File: config.mk
export PLATFORM = sky130hd
export DESIGN_NAME = add32_seq_ctrl
export DESIGN_NICKNAME = d
export VERILOG_FILES = /design/src/rtl/add32_seq_ctrl.sv
export SDC_FILE = /design/constraint.sdc
export NUM_CORES = 1
export LEC_CHECK = 0
export CAP_MARGIN = 15
export CORE_MARGIN = 3
export CORE_UTILIZATION = 30
export CTS_BUF_LIST = sky130_fd_sc_hd__clkbuf_8
export DETAILED_ROUTE_END_ITERATION = 7
export GPL_TIMING_DRIVEN = 0
export HOLD_SLACK_MARGIN = 0.06
export RECOVER_POWER = 50
export SYNTH_ARGS = -nofsm -noshare
export SYNTH_HDL_FRONTEND = slang
export SYNTH_SLANG_ARGS = --single-unit
File: constraint.sdc
create_clock -name clk -period 4.75 [get_ports clk]
set_input_delay 0.475 -clock clk [delete_from_list [all_inputs] [get_ports clk]]
set_output_delay 0.475 -clock clk [all_outputs]
set_load 0.02 [all_outputs]
File: src/rtl/add32_seq_ctrl.sv
// Sequential 32-bit adder/subtractor: one shared 8-bit carry-lookahead slice,
// four beats per request, valid/ready handshake on both sides.
module add32_seq_ctrl (
  input  logic        clk,
  input  logic        rst_n,
  input  logic        in_valid,
  output logic        in_ready,
  input  logic [31:0] a,
  input  logic [31:0] b,
  input  logic        sub,
  input  logic        cin,
  output logic        out_valid,
  input  logic        out_ready,
  output logic [31:0] s,
  output logic        cout,
  output logic        ovf,
  output logic        zero
);

  typedef enum logic [1:0] {IDLE, CALC, DONE} state_e;

  state_e      state_q, state_d;
  logic [31:0] a_q, a_d, b_q, b_d, s_q, s_d;
  logic [1:0]  cnt_q, cnt_d;
  logic        carry_q, carry_d;
  logic        cout_q, cout_d, ovf_q, ovf_d, zero_q, zero_d;
  logic        in_ready_q, in_ready_d, out_valid_q, out_valid_d;

  logic        accept;
  logic [4:0]  base;
  logic [7:0]  sl_a, sl_b, sl_g, sl_p, sl_sum;
  logic [8:0]  sl_c;

  assign accept = (state_q == IDLE) && in_valid && in_ready_q;
  assign base   = {cnt_q, 3'b000};
  assign sl_a   = a_q[base +: 8];
  assign sl_b   = b_q[base +: 8];

  // Each carry is a flat sum-of-products of g/p terms, not a rippled chain.
  always_comb begin
    logic acc;
    logic term;
    acc     = 1'b0;
    term    = 1'b0;
    sl_g    = sl_a & sl_b;
    sl_p    = sl_a ^ sl_b;
    sl_c    = '0;
    sl_c[0] = carry_q;
    for (int unsigned i = 0; i < 8; i++) begin
      acc = carry_q;
      for (int unsigned j = 0; j <= i; j++) acc = acc & sl_p[j];
      for (int unsigned j = 0; j <= i; j++) begin
        term = sl_g[j];
        for (int unsigned k = j + 1; k <= i; k++) term = term & sl_p[k];
        acc = acc | term;
      end
      sl_c[i+1] = acc;
    end
    sl_sum = sl_p ^ sl_c[7:0];
  end

  always_ff @(posedge clk) begin
    if (!rst_n) begin
      state_q     <= IDLE;
      a_q         <= '0;
      b_q         <= '0;
      s_q         <= '0;
      cnt_q       <= '0;
      carry_q     <= 1'b0;
      cout_q      <= 1'b0;
      ovf_q       <= 1'b0;
      zero_q      <= 1'b0;
      in_ready_q  <= 1'b0;
      out_valid_q <= 1'b0;
    end else begin
      state_q     <= state_d;
      a_q         <= a_d;
      b_q         <= b_d;
      s_q         <= s_d;
      cnt_q       <= cnt_d;
      carry_q     <= carry_d;
      cout_q      <= cout_d;
      ovf_q       <= ovf_d;
      zero_q      <= zero_d;
      in_ready_q  <= in_ready_d;
      out_valid_q <= out_valid_d;
    end
  end

  always_comb begin
    state_d = state_q;
    unique case (state_q)
      IDLE:    if (accept) state_d = CALC;
      CALC:    if (cnt_q == 2'd3) state_d = DONE;
      DONE:    if (out_ready) state_d = IDLE;
      default: state_d = IDLE;
    endcase
  end

  always_comb begin
    a_d         = a_q;
    b_d         = b_q;
    s_d         = s_q;
    cnt_d       = cnt_q;
    carry_d     = carry_q;
    cout_d      = cout_q;
    ovf_d       = ovf_q;
    zero_d      = zero_q;
    in_ready_d  = in_ready_q;
    out_valid_d = out_valid_q;
    unique case (state_q)
      IDLE: begin
        in_ready_d = 1'b1;
        if (accept) begin
          a_d        = a;
          b_d        = sub ? ~b : b;
          carry_d    = sub | cin;
          cnt_d      = '0;
          s_d        = '0;
          cout_d     = 1'b0;
          ovf_d      = 1'b0;
          zero_d     = 1'b0;
          in_ready_d = 1'b0;
        end
      end
      CALC: begin
        s_d[base +: 8] = sl_sum;
        carry_d        = sl_c[8];
        cnt_d          = cnt_q + 2'd1;
        if (cnt_q == 2'd3) begin
          cout_d      = sl_c[8];
          ovf_d       = (a_q[31] == b_q[31]) && (s_d[31] != a_q[31]);
          zero_d      = (s_d == '0);
          out_valid_d = 1'b1;
        end
      end
      DONE: begin
        if (out_ready) begin
          out_valid_d = 1'b0;
          in_ready_d  = 1'b1;
        end
      end
      default: ;
    endcase
  end

  assign in_ready  = in_ready_q;
  assign out_valid = out_valid_q;
  assign s         = s_q;
  assign cout      = cout_q;
  assign ovf       = ovf_q;
  assign zero      = zero_q;

endmodule
==> Word level (Yosys, flattened, before mapping) <==
Index checks and enable logic that the tools add are counted.
Widths: inputs -> output; s select.
{ "word_totals": {"regBits": 106, "in_bits": 70, "output_inout_bits": 37, "elab_cells": 141} }
{ "op_classes": {"n_addsub": 2, "eq_ne": 8, "n_shift": 4, "muxes": 25, "bitwise": 77, "reduce_logical": 14} }
{ "ops": {"columns": ["cell", "count"], "rows": [
  ["$mux 32", 2],
  ["$pmux 32 s2", 1],
  ["$shiftx 32x6->8", 2],
  ["$or 1x1->1", 37],
  ["$and 1x1->1", 36],
  ["$bwmux 32", 1],
  ["$logic_not 32->1", 1],
  ["$not 32->32", 1],
  ["$shift 8x7->32 const A", 1],
  ["$shiftx 8x7->32", 1],
  ["$xor 8x8->8", 2],
  ["$pmux 1 s2", 6],
  ["$mux 1", 9],
  ["$reduce_and 3->1", 3],
  ["$and 8x8->8", 1],
  ["$mux 2", 4],
  ["$neg 5->7", 1],
  ["$ne 2x2->1 const B", 3],
  ["$pmux 2 s3", 1],
  ["$reduce_and 2->1", 3],
  ["$reduce_bool 2->1", 3],
  ["$eq 2x2->1 const B", 2],
  ["$pmux 2 s2", 1],
  ["$logic_and 1x1->1", 3],
  ["5 further kinds", 5]
]} }

==> Logic depth before layout (Yosys ltp) <==
{ "depth": {"depth_word": 23, "depth_mapped": 11, "mapped_depth_nobuf": 9} }

==> Worst setup path after synthesis <==
No wires, ideal clock.
{ "synth_path": {"path_kind": "reg-to-reg", "from": "reg cnt_q[0]", "to": "reg zero_q, in the netlist zero", "setup_time_ns": 0.096, "arrival_time_ns": 3.553, "required_ns": 4.654, "setup_slack_ns": 1.102, "stages_incl_launch_ff": 12, "n_path_buf": 2, "synth_period_minus_slack_ns": 3.648, "path_cell_list": "dfxtp_1 -> buf_2 -> buf_2 -> mux4_2 -> ha_1 -> ha_1 -> o211a_1 -> nor3_1 -> nor2_1 -> o2bb2a_4 -> or4_4 -> o41ai_2"} }
{ "synth_via": {"elab_chain_len": 22, "elab_cells_between_ends": 71, "cone_classes": "1 x add/sub; 2 x eq/ne; 4 x shift; 3 x mux; 59 x bitwise; 2 x reduce/logical"} }
{ "synth_rtl": {"columns": ["item", "line", "text"], "rows": [
  ["from (decl)", "24", "logic [1:0] cnt_q, cnt_d;"],
  ["from (signal assigned)", "80", "cnt_q <= cnt_d;"],
  ["$shiftx 32x6->8 (on tied branches)", "36, 37", null],
  ["$xor 8x8->8", "46", "sl_p = sl_a ^ sl_b;"],
  ["$and 1x1->1 (7 in series)", "51", "for (int unsigned j = 0; j <= i; j++) acc = acc & sl_p[j];"],
  ["$or 1x1->1 (7 in series)", "55", "acc = acc | term;"],
  ["$xor 8x8->8", "59", "sl_sum = sl_p ^ sl_c[7:0];"],
  ["$shiftx 8x7->32", "127", "s_d[base +: 8] = sl_sum;"],
  ["$bwmux 32", "127", null],
  ["$logic_not 32->1", "133", "zero_d = (s_d == '0);"],
  ["$mux 1", "130", "if (cnt_q == 2'd3) begin"],
  ["$pmux 1 s2", "111", "unique case (state_q)"],
  ["to (signal assigned)", "84", "zero_q <= zero_d;"],
  ["to (decl)", "26", "logic cout_q, cout_d, ovf_q, ovf_d, zero_q, zero_d;"]
]} }
Several ways; a longest one is shown, not always the timed one. The select of a mux whose other input is x is not followed.
A chain may end at the register's enable or synchronous reset.

==> Worst setup path in the final report <==
{ "layout_path": {"from": "reg cnt_q[1]", "to": "reg zero_q, in the netlist zero"} }
The elaborated chain is that of the path after synthesis.

==> flow_summary.yaml <==
clock_tree:
  clk_latency_ns: 0.39
  cts_buffers: 9
  cts_sinks: 106
  clockBufferDepth: 2
  htreeDepth: 3
  cts_setup_buffers: 0
  clock-root-buffer: "clkbuf_8"
  cts.clk_slew.worst_paths_ns: 0.10
  cts_resized: 0
  cts_hold_buf: 0
  cts_tree: "yes"
setup_path:
  crit_top_cell: "ha_1"
  path_max_fanout: 10
  cp-end-kind: "register"
  start_kind: "register"
  path_class: "reg -> reg"
  critPathSlowestCell: "buf_1"
  crit_path_cell_trace: "clkbuf_1, buf_1, mux4_2, ha_1, ha_1, o21a_1, nor2_2, xnor2_1, a22o_1, or4_4, o41ai_2"
  r2r_slack_ns: 0.49
  crit_arrival_ns: 4.57
  r2r_cells: 11
  reg2reg_to: "zero$_SDFFE_PN0P_"
  crit_family: "buffers and inverters"
  path_buf_inv: 2
  max_stage_delay_ns: 0.61
  timing.rr.start: "cnt_q[1]$_SDFFE_PN0P_"
  required_ns: 5.06
synthesis:
  synth_ff_type: "dfxtp_1"
  synth_area_leaders: "dfxtp_1 39%, nand2_1 7.9%, mux4_2 6.6%"
  ys_ff_latch: 106
  ys_seq_area_frac: 0.390
  syn_area_um2: 5440
  ys_async_sr_fraction: 0
  synth.distinct_cells: 55
  synth_edf_count: 0
  ys_warn_count: 0
  synth_cells: 590
  synth_nets: 676
  synth_top_area_frac: 0.390
  yosys.area.top_type: "dfxtp_1"
  syn_area_per_cell_um2: 9.21
timing:
  tns_ns: 0
  grt_setup_unrepaired: "false"
  setup_viol_count_final: 0
  slew_violations: 11
  relSlewSlack: -0.202
  fmax_mhz: 235
  finalHoldViolCount: 0
  period_needed_ns: 4.26
  whs_ns: 0.467
  clock_skew_ns: 0.0157
  worstMarginPinSlew_ns: 1.79
  fin_crit_sh: 0.897
  setup_ws_ns: 0.487
grt:
  grt_overflow: 0
  grt_pass1_vias: 4654
  antenna_found_initial: 0
  grt_pass1_wl_um: 25200
  grt.total_usage: 0.162
  grt_max_degree: 17
route:
  dr.first_iter.drc_count: 348
  via_per_inst: 5.00
  drtAntennaViolNets: 0
  routedWlPerCell_um: 16.7
  routed_wl_um: 15600
  vias: 4660
  first_pass_iters: 5
  drc: 0
placement:
  io_buffers: 104
  gp_congestion: 0.901
  place_ws_ns: 0.475
  dp_hpwl_um: 12100
outcome:
  violations: "capacitance limit, slew limit"
  outcome: "complete, but fails checks"
layout:
  multi_input_area_um2: 3090
  fillCellCount: 1785
  antennaDiodeCount: 0
  nNetsFinal: 791
  layout_commonest_cell: "nand2_1"
  area_growth_pct: 27.9
  regArea_um2: 2120
  layout_common_cells: "116 x nand2_1, 106 x dfxtp_1, 66 x clkdlybuf4s50_1, 40 x a21boi_0, 38 x dlygate4sd3_1"
  layout-drive-gt1-share: 0.0622
power_and_ir_drop:
  power.density_nw_per_um2: 281
  p_leak_nw: 2.86
  ir_worst_vdd_v: 0.000136
run:
  max_cap_violations: 1
floorplan:
  core_area_um2: 17500
  ioPinCount: 107
  num_rows: 48
  die_h_um: 141
  dieArea_um2: 19800
  die_w_um: 141
  floorplan.initialDensity: 0.310
worst_hold_path:
  min_path_type: "reg -> reg"
  min_from: "a_q[17]$_SDFFE_PN0P_"
  hold_path_depth: 2
  hold_end: "a_q[17]$_SDFFE_PN0P_"
[cell families (layout without fill, tap and decap cells)]
| group | Yosys count | count (layout) | share of synthesized area |
|---|---|---|---|
| AOI/OAI and AO/OA | 151 | 151 | 0.215 |
| xor gates and xnor gates | 36 | 36 | 0.0580 |
| adders and majority gates | 16 | 16 | 0.0382 |
| buffers and inverters | 48 | 165 | 0.0389 |
| DFF | 106 | 106 | 0.390 |
| muxes | 18 | 18 | 0.0702 |
| and+or+nand+nor | 215 | 215 | 0.189 |
[tightest hold or removal path: cells and delay by family (launching register included)]
kind / cells / cell delay, ns
AOI/OAI and AO/OA: 1 / 0.06
DFF: 1 / 0.32
and+or+nand+nor: 1 / 0.04
[cell usage after synthesis (all sizes together) (2+ instances only)]
library cell / number
nand2: 116
dfxtp: 106
a21boi: 41
xnor2: 36
nor2b: 35
o211a: 34
clkbuf: 29
a22oi: 27
nor2: 22
a21oi: 18
mux4: 16
ha: 15
o21ai: 13
buf: 12
nor3: 9
inv: 7
nand3: 7
nor4: 5
a21o: 3
a31oi: 3
and2: 3
nand3b: 3
nor3b: 3
a32oi: 2
nand4: 2
o21a: 2
or4bb: 2
[layout make-up]
type	instances	area share
Clock inverter	4	0.0113
Sequential cell	106	0.305
Buffer	41	0.0266
Inverter	7	0.00378
Clock buffer	9	0.0178
Multi-Input combinational cell	436	0.445
Tap cell	225	0.0405
Timing Repair Buffer	104	0.150
[power by group]
group / switching (mW) / internal [mW]
clock network: 0.322 / 0.292
registers: 0.0246 / 0.929
logic: 0.209 / 0.179
[per-stage QoR]
step                std cells  cell area [um^2]   util  power (mW)
global placement          919              6760  0.385        1.36
floorplan                 590              5440      -        1.21
CTS                       932              6960  0.397        1.97
finish                    932              6950  0.396        1.96
detailed placement        919              6760  0.385        1.36
global route              932              6950  0.396        2.04
[registers in the layout, indices dropped and copies added (netlist names)]
name	flops
state_q	2
out_valid	1
cnt_q	2
b_q	32
carry_q	1
s	32
zero	1
in_ready	1
a_q	32
cout	1
ovf	1
[worst max-delay path by stage]
| stage | to | slack, ns | depth (start not counted) | from |
|---|---|---|---|---|
| 2_1_floorplan | zero$_SDFFE_PN0P_ | 1.10 | 11 | cnt_q[0]$_SDFFE_PN0P_ |
| 3_3_place_gp | zero$_SDFFE_PN0P_ | 0.50 | 11 | cnt_q[0]$_SDFFE_PN0P_ |
| 3_5_place_dp | zero$_SDFFE_PN0P_ | 0.47 | 11 | cnt_q[1]$_SDFFE_PN0P_ |
| 4_1_cts | zero$_SDFFE_PN0P_ | 0.46 | 11 | cnt_q[1]$_SDFFE_PN0P_ |
| 5_1_grt | ovf$_SDFFE_PN0P_ | 0.23 | 11 | cnt_q[1]$_SDFFE_PN0P_ |
| 6_report | zero$_SDFFE_PN0P_ | 0.49 | 11 | cnt_q[1]$_SDFFE_PN0P_ |
[per-layer routing]
layer	vias up	routed length, um	global-route usage
met2	112	7170	0.261
met3	14	733	0.0312
li1	2327	-	-
met1	2207	7480	0.225
met4	0	164	0.0372
met5	-	0	0
Power figures use the tool's default switching activity.
